`src/rtl/dsp_mac_sequencer.sv`:
```
// dsp_mac_sequencer: sequences one DSP48A1 slice through an N-element stall-aligned multiply-accumulate
module dsp_mac_sequencer #(
  parameter int WIDTH_LEN = 8,
  parameter int PIPE_LAT = 4,
  parameter logic [7:0] OPMODE_FIRST = 8'b0000_0001,
  parameter logic [7:0] OPMODE_ACC = 8'b0000_1001
) (
  input  logic                 Clk,
  input  logic                 Rst,
  input  logic                 Start,
  input  logic [WIDTH_LEN-1:0] Len,
  input  logic                 Abort,
  input  logic                 Op_valid,
  output logic                 Op_ready,
  output logic                 Ce_ab,
  output logic                 Ce_m,
  output logic                 Ce_p,
  output logic [7:0]           Opmode,
  output logic                 Rst_p,
  output logic                 Busy,
  output logic                 Done
);
  localparam int DW = (PIPE_LAT > 2) ? $clog2(PIPE_LAT - 1) : 1;
  typedef enum logic [2:0] {IDLE, CLEAR, RUN, DRAIN, DONE} state_t;
  state_t state, state_nxt;
  logic [WIDTH_LEN-1:0] len_q, count;
  logic [DW-1:0] dcnt;
  logic [PIPE_LAT-1:1] tag_v, tag_f;
  logic abort_q, accept, advance, last, kill;
  always_comb begin
    kill = Abort & (state != IDLE);
    Op_ready = state == RUN;
    accept = Op_valid & Op_ready;
    advance = (state == RUN) ? accept : (state == DRAIN);
    last = accept & (count + 1'b1 == len_q);
    Ce_ab = accept;
    Ce_m = advance;
    Ce_p = advance & tag_v[PIPE_LAT-1];
    Opmode = tag_f[PIPE_LAT-1] ? OPMODE_FIRST : OPMODE_ACC;
    Rst_p = (state == CLEAR) | abort_q;
    Busy = state != IDLE;
    Done = (state == DONE) & ~Abort;
    state_nxt = state;
    case (state)
      IDLE:    state_nxt = Start ? ((Len == '0) ? CLEAR : RUN) : IDLE;
      CLEAR:   state_nxt = DONE;
      RUN:     state_nxt = last ? DRAIN : RUN;
      DRAIN:   state_nxt = (dcnt == DW'(PIPE_LAT - 2)) ? DONE : DRAIN;
      default: state_nxt = IDLE;
    endcase
    if (kill) state_nxt = IDLE;
  end
  // Tags shift only on advance so they stay aligned with the frozen slice registers
  always_ff @(posedge Clk or negedge Rst) begin
    if (!Rst) begin
      state <= IDLE;
      len_q <= '0;
      count <= '0;
      dcnt <= '0;
      tag_v <= '0;
      tag_f <= '0;
      abort_q <= 1'b0;
    end else begin
      state <= state_nxt;
      abort_q <= kill;
      if (state == IDLE && Start) begin
        len_q <= Len;
        count <= '0;
      end else if (accept) begin
        count <= count + 1'b1;
      end
      dcnt <= (state == DRAIN) ? dcnt + 1'b1 : '0;
      if (kill) begin
        tag_v <= '0;
        tag_f <= '0;
      end else if (advance) begin
        for (int k = PIPE_LAT - 1; k > 1; k--) begin
          tag_v[k] <= tag_v[k-1];
          tag_f[k] <= tag_f[k-1];
        end
        tag_v[1] <= accept;
        tag_f[1] <= count == '0;
      end
    end
  end
endmodule

```
`config.mk`:
```
export PLATFORM = sky130hd
export DESIGN_NAME = dsp_mac_sequencer
export DESIGN_NICKNAME = d
export VERILOG_FILES = /design/src/rtl/dsp_mac_sequencer.sv
export SDC_FILE = /design/constraint.sdc
export NUM_CORES = 1
export LEC_CHECK = 0
export BUFFER_PORTS_ARGS = -buffer_cell sky130_fd_sc_hd__buf_2
export CAP_MARGIN = 0
export CORE_MARGIN = 1.5
export CORE_UTILIZATION = 40
export CTS_CLUSTER_DIAMETER = 120
export CTS_CLUSTER_SIZE = 24
export DETAILED_ROUTE_END_ITERATION = 10
export PLACE_DENSITY = 0.65
export SLEW_MARGIN = 40
export SYNTH_ARGS = -nofsm -noshare
export SYNTH_HDL_FRONTEND = slang
export SYNTH_SLANG_ARGS = --single-unit
```
`constraint.sdc`:
```
create_clock -name Clk -period 2.1 [get_ports Clk]
set_input_delay 0.63 -clock Clk [delete_from_list [all_inputs] [get_ports Clk]]
set_output_delay 0.63 -clock Clk [all_outputs]
set_load 0.03 [all_outputs]
```
==> impl_metrics.env <==
export IMPL_layout_min_cycle_time_ns=2.02
export IMPL_port_buffers=20
export IMPL_holdWs_ns=0.359
export IMPL_dr_wl_met3_um=156
export IMPL_drt_pass1_iter_count=4
export IMPL_grt_antenna_before_repair=0
export IMPL_power_leakage_uw=0.000830
export IMPL_place_ws_ns=0.108
export IMPL_clk_pin_slew_ns=0.09
export IMPL_track_usage=0.159
export IMPL_first_global_vias=1170
export IMPL_crit_type="flip-flop to primary output"
export IMPL_dieArea_um2=4360
export IMPL_final_setup_tns_ns=0
export IMPL_cap_violations=0
export IMPL_hold_viol_final=0
export IMPL_syn2layout_area_growth_pct=14.9
export IMPL_setup_viol=0
export IMPL_cts_max_path_buffers=2
export IMPL_crit_fanout=7
export IMPL_power_density_nw_per_um2=1150
export IMPL_ir_worst_vdd_uv=498
export IMPL_syn_area_per_cell_um2=9.52
export IMPL_cts_tree="built"
export IMPL_cts_sinks=28
export IMPL_boundaryPins=28
export IMPL_fp_dieH_um=66.1
export IMPL_arrival_ns=1.39
export IMPL_timing_slew_headroom=0.583
export IMPL_yosys_warnings=0
export IMPL_post_route_cells_drive_above_1_share=0.268
export IMPL_wl_met1_um=1450
export IMPL_grt_pass1_wl_um=5330
export IMPL_wirelength_um=3110
export IMPL_r2r_slack_ns=0.22
export IMPL_initial_utilization=0.425
export IMPL_rsz0062_at_grt="false"
export IMPL_critPathRequiredTime_ns=1.47
export IMPL_place_gp_congestion=0.849
export IMPL_via_count=1231
export IMPL_cp_end_kind="primary output"
export IMPL_drcViolationCount=0
export IMPL_htree_levels=1
export IMPL_final_antenna_net_count=0
export IMPL_nNetsFinal=207
export IMPL_postSynth_asyncResetShare=1.00
export IMPL_synth_main_ff_cell="dfrtp_1"
export IMPL_diodes=0
export IMPL_die_w_um=66.1
export IMPL_finalMaxSlewViolations=0
export IMPL_final_setup_skew_ns=0.00158
export IMPL_outcome="completed"
export IMPL_synth_seq_cells=28
export IMPL_period_share=0.960
export IMPL_final_cell_mix="dfrtp_1, buf_2, nor2_1"
export IMPL_synth_area_um2=1590
export IMPL_reg2reg_to="state[0]"
export IMPL_crit_end="Ce_ab"
export IMPL_fmax_ghz=0.496
export IMPL_total_power_uw=2100
export IMPL_ys_seq_area_frac=0.441
export IMPL_clockRootBuffer="clkbuf_8"
export IMPL_grt_start_max_net_pins=29
export IMPL_reg2reg_depth=6
export IMPL_met2_length_um=1460
export IMPL_highest_layer="met4"
export IMPL_coreArea_um2=3740
export IMPL_syn_inst=167
export IMPL_worstReg2RegStart="count[0]"
export IMPL_crit_path_start="state[0]"
export IMPL_wl_per_cell_um=13.0
export IMPL_drt_iter0_markers=49
export IMPL_tightestPinTransition_ns=0.626
export IMPL_layout_commonest_cell="dfrtp_1"
export IMPL_num_rows=22
export IMPL_setup_slack_ns=0.0849
export IMPL_fillers=378
export IMPL_ys_types=43
export IMPL_hp_class="input pin to asynchronous set/reset pin"
export IMPL_viasPerCell=5.17
export IMPL_cts_buffers=3
export IMPL_clkLatencyLatePin_ns=0.28
export IMPL_grt_ovfl_total=0
export IMPL_place_hpwl_um=2340
export IMPL_start_kind="flip-flop"
export IMPL_synth_edf_count=0
-- synthesized netlist by cell type, drive strengths merged, types with 4 or more instances --
library cell	count	area share
a21oi	4	0.013
buf	12	0.049
xnor2	5	0.028
nand2	14	0.035
nor2	18	0.044
mux2i	4	0.025
xor2	5	0.028
nand3	7	0.025
inv	8	0.019
mux2	9	0.064
dfrtp	28	0.44
o21ai	14	0.044
-- report_power, final --
| group | total, uW | leakage (uW) | switching [uW] | internal [uW] |
|---|---|---|---|---|
| combinational | 909 | 0.000444 | 485 | 424 |
| sequential | 854 | 0.000358 | 154 | 701 |
| clock | 337 | 0.0000288 | 169 | 168 |
-- kinds of logic (layout without fill, tap and decap cells) --
group | after synthesis | after routing | synth area share
xor gates and xnor gates | 10 | 10 | 0.0551
and+or+nand+nor | 60 | 60 | 0.202
other | 2 | 7 | 0.00472
muxes | 13 | 13 | 0.0889
AOI/OAI and AO/OA | 30 | 30 | 0.115
DFF | 28 | 28 | 0.441
buffers and inverters | 21 | 39 | 0.0700
adders and majority gates | 3 | 3 | 0.0236
-- how the worst min path moves through the flow --
stage / depth (start not counted) / endpoint / startpoint
CTS: 1 / tag_f[3] / Rst
global placement: 1 / dcnt[0] / dcnt[0]
floorplan: 0 / abort_q / Rst
global route: 1 / tag_f[3] / Rst
finish: 1 / tag_f[3] / Rst
detailed placement: 1 / dcnt[0] / dcnt[0]
-- routing by layer --
layer | GRT usage | vias up
met2 | 0.277 | 38
met5 | 0 | -
li1 | - | 602
met3 | 0.0221 | 5
met1 | 0.205 | 586
met4 | 0.0485 | 0
-- repair_timing --
action | CTS | global route
buffers inserted | 0 | 2
hold buffers | 0 | 0
pin swaps | 0 | 2
resized for setup | 2 | 9
endpoints found under the hold margin | 0 | 0
endpoints found under the setup margin | 3 | 3
-- per-stage QoR --
step           std cells  cell area, um^2  utilization
2_1_floorplan        172             1610            -
3_3_place_gp         232             1730        0.462
3_5_place_dp         232             1730        0.462
4_1_cts              236             1790        0.478
5_1_grt              238             1830        0.488
6_report             238             1830        0.488
-- critical path, cell delays in order, from the launching register on --
cell and delay, ns:
dfrtp_2 0.48, nor3b_4 0.25, nand2_2 0.11, inv_4 0.10, buf_4 0.16
-- final cells by class --
type                    instances  area [um^2]  share of cell area
well taps                      48         60.1              0.0329
clock buffers                   4         55.1              0.0301
inverters                       8         32.5              0.0178
multi-input cells             123          817               0.447
flip-flops and latches         28          703               0.385
repair buffers                 27          160              0.0876
-- flip-flops by register name, indices dropped and copies added (netlist names) --
signal,flops
state,3
tag_f,3
len_q,8
count,8
tag_v,3
abort_q,1
dcnt,2
Note: power is estimated with default switching activity, not from simulation.
